===== config.mk =====
export PLATFORM = sky130hd
export DESIGN_NAME = block_pos_ctrl
export DESIGN_NICKNAME = d
export VERILOG_FILES = /design/src/rtl/block_pos_ctrl.sv
export SDC_FILE = /design/constraint.sdc
export NUM_CORES = 1
export LEC_CHECK = 0
export ABC_AREA = 1
export ABC_CLOCK_PERIOD_IN_PS = 4440
export BUFFER_PORTS_ARGS = -buffer_cell sky130_fd_sc_hd__buf_2
export CAP_MARGIN = 20
export CORE_MARGIN = 4
export CORE_UTILIZATION = 40
export CTS_CLUSTER_DIAMETER = 30
export DETAILED_ROUTE_END_ITERATION = 12
export PLACE_DENSITY_LB_ADDON = 0.08
export SKIP_CTS_REPAIR_TIMING = 1
export SLEW_MARGIN = 20
export SYNTH_ARGS = -nofsm -noshare
export SYNTH_HDL_FRONTEND = slang
export SYNTH_SLANG_ARGS = --single-unit
export TNS_END_PERCENT = 1

===== constraint.sdc =====
create_clock -name clk -period 4.44 [get_ports clk]
set_input_delay 0.666 -clock clk [delete_from_list [all_inputs] [get_ports clk]]
set_output_delay 0.666 -clock clk [all_outputs]
set_load 0.005 [all_outputs]

===== src/rtl/block_pos_ctrl.sv =====
// Block position sequencer: steps the on-screen block once per FRAME_DIV frame ticks from the sampled buttons.
// Optional `BLK_WRAP_EN: leaving the legal range wraps to the opposite limit instead of clamping.
module block_pos_ctrl #(
    parameter int STEP      = 4,
    parameter int FRAME_DIV = 1,
    parameter int X_MIN     = 10,
    parameter int X_MAX     = 1397,
    parameter int Y_MIN     = 10,
    parameter int Y_MAX     = 857,
    parameter int X_INIT    = 704,
    parameter int Y_INIT    = 434
) (
    input  logic        clk,
    input  logic        rst,
    input  logic        frame_tick,
    input  logic [3:0]  btn,
    output logic [10:0] blkpos_x,
    output logic [9:0]  blkpos_y,
    output logic        moved
);

    typedef enum logic [1:0] {IDLE, CALC_X, CALC_Y, COMMIT} state_t;

    localparam logic [7:0]         DIV_LAST = 8'(FRAME_DIV - 1);
    localparam logic signed [11:0] STEP_X   = 12'(STEP);
    localparam logic signed [11:0] XMIN_S   = 12'(X_MIN);
    localparam logic signed [11:0] XMAX_S   = 12'(X_MAX);
    localparam logic signed [10:0] STEP_Y   = 11'(STEP);
    localparam logic signed [10:0] YMIN_S   = 11'(Y_MIN);
    localparam logic signed [10:0] YMAX_S   = 11'(Y_MAX);

    state_t             state, state_next;
    logic [3:0]         btn_meta, btn_s, dir;
    logic [7:0]         div_cnt;
    logic [10:0]        nx, nx_next;
    logic [9:0]         ny, ny_next;
    logic signed [11:0] x_cand;
    logic signed [10:0] y_cand;

    // NOTE: clocked state always uses non-blocking assignments so every flop samples pre-edge values.
    always_ff @(posedge clk or posedge rst) begin
        if (rst) begin
            btn_meta <= '0;
            btn_s    <= '0;
        end else begin
            btn_meta <= btn;
            btn_s    <= btn_meta;
        end
    end

    always_ff @(posedge clk or posedge rst) begin
        if (rst) state <= IDLE;
        else     state <= state_next;
    end

    // NOTE: every always_comb output gets a default first, so no path can infer a latch.
    always_comb begin
        state_next = state;
        case (state)
            IDLE:    if (frame_tick && div_cnt == DIV_LAST) state_next = CALC_X;
            CALC_X:  state_next = CALC_Y;
            CALC_Y:  state_next = COMMIT;
            COMMIT:  state_next = IDLE;
            default: state_next = IDLE;
        endcase
    end

    // Ticks arriving while a commit is in flight are deliberately not counted.
    always_ff @(posedge clk or posedge rst) begin
        if (rst)
            div_cnt <= '0;
        else if (state == IDLE && frame_tick)
            div_cnt <= (div_cnt == DIV_LAST) ? 8'd0 : div_cnt + 8'd1;
    end

    // Sign bit of the widened candidate catches underflow below zero before the range check.
    always_comb begin
        x_cand = $signed({1'b0, blkpos_x});
        if (btn_s[1] && !btn_s[0])      x_cand = x_cand - STEP_X;
        else if (btn_s[0] && !btn_s[1]) x_cand = x_cand + STEP_X;
`ifdef BLK_WRAP_EN
        if (x_cand < XMIN_S)      nx_next = 11'(X_MAX);
        else if (x_cand > XMAX_S) nx_next = 11'(X_MIN);
        else                      nx_next = x_cand[10:0];
`else
        if (x_cand < XMIN_S)      nx_next = 11'(X_MIN);
        else if (x_cand > XMAX_S) nx_next = 11'(X_MAX);
        else                      nx_next = x_cand[10:0];
`endif
    end

    always_comb begin
        y_cand = $signed({1'b0, blkpos_y});
        if (dir[3] && !dir[2])      y_cand = y_cand - STEP_Y;
        else if (dir[2] && !dir[3]) y_cand = y_cand + STEP_Y;
`ifdef BLK_WRAP_EN
        if (y_cand < YMIN_S)      ny_next = 10'(Y_MAX);
        else if (y_cand > YMAX_S) ny_next = 10'(Y_MIN);
        else                      ny_next = y_cand[9:0];
`else
        if (y_cand < YMIN_S)      ny_next = 10'(Y_MIN);
        else if (y_cand > YMAX_S) ny_next = 10'(Y_MAX);
        else                      ny_next = y_cand[9:0];
`endif
    end

    // Outputs move only on the COMMIT edge; a reset mid-sequence discards nx/ny.
    always_ff @(posedge clk or posedge rst) begin
        if (rst) begin
            dir      <= '0;
            nx       <= 11'(X_INIT);
            ny       <= 10'(Y_INIT);
            blkpos_x <= 11'(X_INIT);
            blkpos_y <= 10'(Y_INIT);
            moved    <= 1'b0;
        end else begin
            moved <= 1'b0;
            case (state)
                CALC_X: begin
                    dir <= btn_s;
                    nx  <= nx_next;
                end
                CALC_Y: ny <= ny_next;
                COMMIT: begin
                    blkpos_x <= nx;
                    blkpos_y <= ny;
                    moved    <= (nx != blkpos_x) || (ny != blkpos_y);
                end
                default: ;
            endcase
        end
    end

endmodule

Yosys cells after proc, flatten, opt, wreduce, memory -nomap -nowiden --
Index checks and enable logic that the tools add are counted.
Storage, ports and cells: bits of input ports 7, logic and storage cells 50, output and inout port bits 22, bits in registers 65
Cells by class: $add $sub $neg 5, multiplexer cells 12, equality and inequality tests 6, $lt $le $gt $ge 4, reductions and logical operators 13
Operators by type and width (count):
- $mux 11 | 4
- $mux 12 | 2
- $mux 10 | 2
- $add 11x3->12 const B | 1
- $gt 12x12->1 const B | 1
- $lt 12x5->1 const B | 1
- $sub 11x3->12 const B | 1
- $add 10x3->11 const B | 1
- $gt 11x11->1 const B | 1
- $lt 11x5->1 const B | 1
- $ne 11x11->1 | 1
- $sub 10x3->11 const B | 1
- $ne 10x10->1 | 1
- $add 8x1->8 const B | 1
- $logic_not 8->1 | 1
- $mux 8 | 1
- $pmux 2 s4 | 1
- $logic_and 1x1->1 | 6
- $eq 2x2->1 const B | 2
- $logic_not 1->1 | 4
- $eq 2x1->1 const B | 1
- $logic_not 2->1 | 1
- $mux 2 | 1
- $ne 2x2->1 const B | 1
- other kinds (2) | 2

Logic depth before layout (Yosys ltp) --
depth in word-level cells 7, mapped depth 16, mapped depth without buffers 16

Worst setup path before layout --
Ideal clock, no wire load.
kind reg-to-reg, start register blkpos_x[2], end register nx[0], buffers on the path 0, cell stages (with the launch flop) 14, path slack 2.625 ns, library setup time 0.116 ns, arrival 1.699 ns, data required time 4.324 ns, clock period less this slack 1.815 ns, cell sequence dfrtp_1 inv_1 ha_1 inv_1 nor2_1 nand3_1 nand3_1 nand2_1 inv_1 nand3_1 nor2_1 a21boi_4 nand2_1 nand2_1
Between the ends: cells in the longest elaborated chain, start to end 6, elaborated cells between the ends (all ways) 8, those cells by class add/sub: 2; order compare: 2; mux: 4
Ends and longest elaborated chain:
- start, declared | line 17 | output logic [10:0] blkpos_x,
- start signal, assigned | line 113 | blkpos_x <= 11'(X_INIT);
- start signal, assigned | line 125 | blkpos_x <= nx;
- $add 11x3->12 | line 80 | else if (btn_s[0] && !btn_s[1]) x_cand = x_cand + STEP_X;
- $mux 12 | line 80
- $mux 12 (*) | line 79 | if (btn_s[1] && !btn_s[0]) x_cand = x_cand - STEP_X;
- $gt 12x12->1 | line 87 | else if (x_cand > XMAX_S) nx_next = 11'(X_MAX);
- $mux 11 | line 87
- $mux 11 (*) | line 86 | if (x_cand < XMIN_S) nx_next = 11'(X_MIN);
- end signal, assigned | line 111 | nx <= 11'(X_INIT);
- end signal, assigned | line 121 | nx <= nx_next;
- end, declared | line 35 | logic [10:0] nx, nx_next;
Every way passes the cells marked *; elsewhere a longest branch is shown, timed or not. A chain may end at the register's enable or synchronous reset.

Worst setup path after layout --
Same ends and word-level chain as after synthesis.

==> results.sh <==
export IMPL_preCtsSetupSlack_ns=2.25
export IMPL_cts_tree="done"
export IMPL_synth_top_family_by_area="simple AND/OR/NAND/NOR gates"
export IMPL_overflow=0
export IMPL_design_area_mm2=0.00421
export IMPL_relSlewSlack=0.651
export IMPL_yosys_warnings=0
export IMPL_io_pins=29
export IMPL_synth_xor_area_frac=0.0492
export IMPL_finalNetCount=564
export IMPL_ir_worst_vdd_mv=0.221
export IMPL_rsz0062_at_grt="false"
export IMPL_core_area_mm2=0.00915
export IMPL_synth_fa_ha_area_frac=0.0368
export IMPL_drtAntennaViolNets=0
export IMPL_cp_max_fo=8
export IMPL_routed_wl_um=8600
export IMPL_cp_data_arrival_time_ns=2.41
export IMPL_max_cap_violations=0
export IMPL_p_switching_uw=1350
export IMPL_p_seq_frac=0.351
export IMPL_synth_top_cell_area_share=0.315
export IMPL_worstMarginPinSlew_ns=0.523
export IMPL_synth_nets=532
export IMPL_root_buffer="clkbuf_8"
export IMPL_layout_min_cycle_time_ns=2.18
export IMPL_synth_mux_area_frac=0
export IMPL_antenna_found_initial=0
export IMPL_setup_violations=0
export IMPL_worstHoldPathType="in2async"
export IMPL_yosysTopAreaCell="dfrtp_1"
export IMPL_crit_path_start_kind="register"
export IMPL_htreeDepth=3
export IMPL_crit_type="reg2reg"
export IMPL_drt_iter0_drc=142
export IMPL_timing_final_crit_share=0.491
export IMPL_initial_core_util=0.408
export IMPL_endpoint_kind="register"
export IMPL_grt_pass1_vias=3031
export IMPL_n_antenna_cell=0
export IMPL_synth_simple_area_share=0.334
export IMPL_fp_dieH_um=105
export IMPL_clock_sinks=63
export IMPL_p_leak_uw=0.00218
export IMPL_wl_per_cell_um=13.0
export IMPL_fin_setup_tns_ns=0
export IMPL_cts_buffer_depth=2
export IMPL_gp_congestion=0.825
export IMPL_internal_power_uw=1670
export IMPL_finalWorstSetupSlack_ns=2.26
export IMPL_fmax_mhz=459
export IMPL_ys_types=28
export IMPL_p_clk_frac=0.185
export IMPL_hold_violations=0
export IMPL_switching_share=0.447
export IMPL_clk_pin_slew_ns=0.07
export IMPL_area_delta_synth_final_pct=12.6
export IMPL_power_density_mw_per_mm2=716
export IMPL_avgSynthCellArea_um2=7.27
export IMPL_synth_area_leaders="dfrtp_1 (31%), nand2_1 (18%), dfstp_2 (11%), inv_1 (5.9%), nand3_1 (5.6%)"
export IMPL_synth_compound_area_share=0.0783
export IMPL_hpwl_um=6370
export IMPL_syn_cell_area_mm2=0.00374
export IMPL_viasPerCell=4.91
export IMPL_yosysSeqAreaShare=0.427
export IMPL_finalClockSkew_ns=0.00968
export IMPL_dpl_cell_area_mm2=0.00399
export IMPL_status="completed"
export IMPL_grt_max_degree=44
export IMPL_ys_ff_latch=63
export IMPL_final_cell_mix="nand2_1 (177), inv_1 (58), dfrtp_1 (47), nand3_1 (42), o21ai_0 (36)"
export IMPL_clkLatencyLatePin_ns=0.34
export IMPL_cts_buffers=9
export IMPL_slew_viol_final=0
export IMPL_grt_util_all_layers=0.166
export IMPL_portBuffers=28
export IMPL_fp_row_count=35
export IMPL_drive_above_1_share=0.158
export IMPL_vias=3253
export IMPL_grt_first_pass_wirelength_um=14800
export IMPL_synth_cells=514
export IMPL_drc=0
export IMPL_finish_utilization=0.460
export IMPL_cp_required_ns=4.67
export IMPL_die_w_um=105
export IMPL_whs_ns=0.349
export IMPL_dieArea_mm2=0.0110
export IMPL_fillers=927
export IMPL_drt_pre_antenna_iters=4
export IMPL_final_common_cell="nand2_1"
export IMPL_comb_power_share=0.464
## worst max-delay path, cell delays in order (launching register included)
cell and delay, ns:
dfrtp_1 0.45, inv_1 0.20, ha_1 0.21, inv_1 0.05
nor2_1 0.20, nand3_1 0.15, nand3_1 0.10, nand2_1 0.07
inv_1 0.07, nand3_1 0.08, nor2_1 0.23, a21boi_4 0.14
nand2_1 0.09, nand2_1 0.05
## routing by layer
metal  GRT usage  wire (µm)
met5           0          0
met4      0.0534        118
met3      0.0290        287
met2       0.247       3680
met1       0.245       4510
## cell type report
| cell class | instances | area [µm²] | area share |
|---|---|---|---|
| Multi-Input combinational cell | 378 | 1860 | 0.443 |
| Sequential cell | 63 | 1600 | 0.379 |
| Inverter | 64 | 240 | 0.0571 |
| Timing Repair Buffer | 30 | 155 | 0.0369 |
| Clock buffer | 12 | 145 | 0.0345 |
| Tap cell | 111 | 139 | 0.0330 |
| Clock inverter | 4 | 70.1 | 0.0166 |
## registers in the layout, indices dropped and copies added, names as in the netlist
register / cells
blkpos_y: 10
div_cnt: 8
dir: 2
nx: 11
blkpos_x: 11
moved: 1
btn_meta: 4
state: 2
btn_s: 4
ny: 10
## synthesized netlist by cell type
| master | number |
|---|---|
| nor4_1 | 4 |
| nand2_4 | 1 |
| nor3_1 | 7 |
| buf_2 | 4 |
| or2_2 | 4 |
| nor3_2 | 1 |
| dfstp_2 | 16 |
| nor2_2 | 6 |
| o22ai_1 | 1 |
| nand2_2 | 7 |
| inv_2 | 5 |
| clkbuf_1 | 5 |
| o211ai_1 | 1 |
| o21ai_0 | 36 |
| xnor2_1 | 10 |
| a21boi_4 | 1 |
| ha_1 | 11 |
| nand3_1 | 42 |
| dfrtp_1 | 47 |
| nand2_1 | 177 |
| nand4_1 | 7 |
| o21ai_1 | 10 |
| xor2_1 | 11 |
| nand3b_1 | 1 |
| nor2_1 | 33 |
| inv_1 | 59 |
| a21oi_1 | 6 |
| nor2_4 | 1 |
## cells by family (layout without fill, tap and decap cells)
family                     count (synthesis)  after routing
and+or+nand+nor                          291            291
buffers and inverters                     73            110
DFF                                       63             63
AOI/OAI and AO/OA                         55             55
xor gates and xnor gates                  21             21
adders and majority gates                 11             11
## power groups by stage
stage                     clock network (µW)  registers, µW  logic (µW)
final                                    558           1060        1400
after global routing                     595           1100        1620
after CTS                                570           1060        1410
after detailed placement                   0           1070        1400
after global placement                     0           1070        1410
after floorplan                            0           1000        1070
## worst paths after layout
check                      slack, ns  cells after the start     endpoint   startpoint
min                             0.35                      2   div_cnt[6]          rst
max in group asynchronous       3.16                      3  blkpos_y[7]          rst
min reg2reg                     0.35                      0     btn_s[1]  btn_meta[1]
max reg2reg                     2.26                     13        nx[0]  blkpos_x[2]
min in group clk                0.35                      0     btn_s[1]  btn_meta[1]
max                             2.26                     13        nx[0]  blkpos_x[2]
## metrics by stage
| step | cells | power, µW |
|---|---|---|
| 2_1_floorplan | 514 | 2070 |
| 3_5_place_dp | 646 | 2480 |
| 4_1_cts | 662 | 3050 |
| 6_report | 662 | 3020 |
| 3_3_place_gp | 646 | 2480 |
| 5_1_grt | 662 | 3320 |
Note: power is estimated with default switching activity, not from simulation.
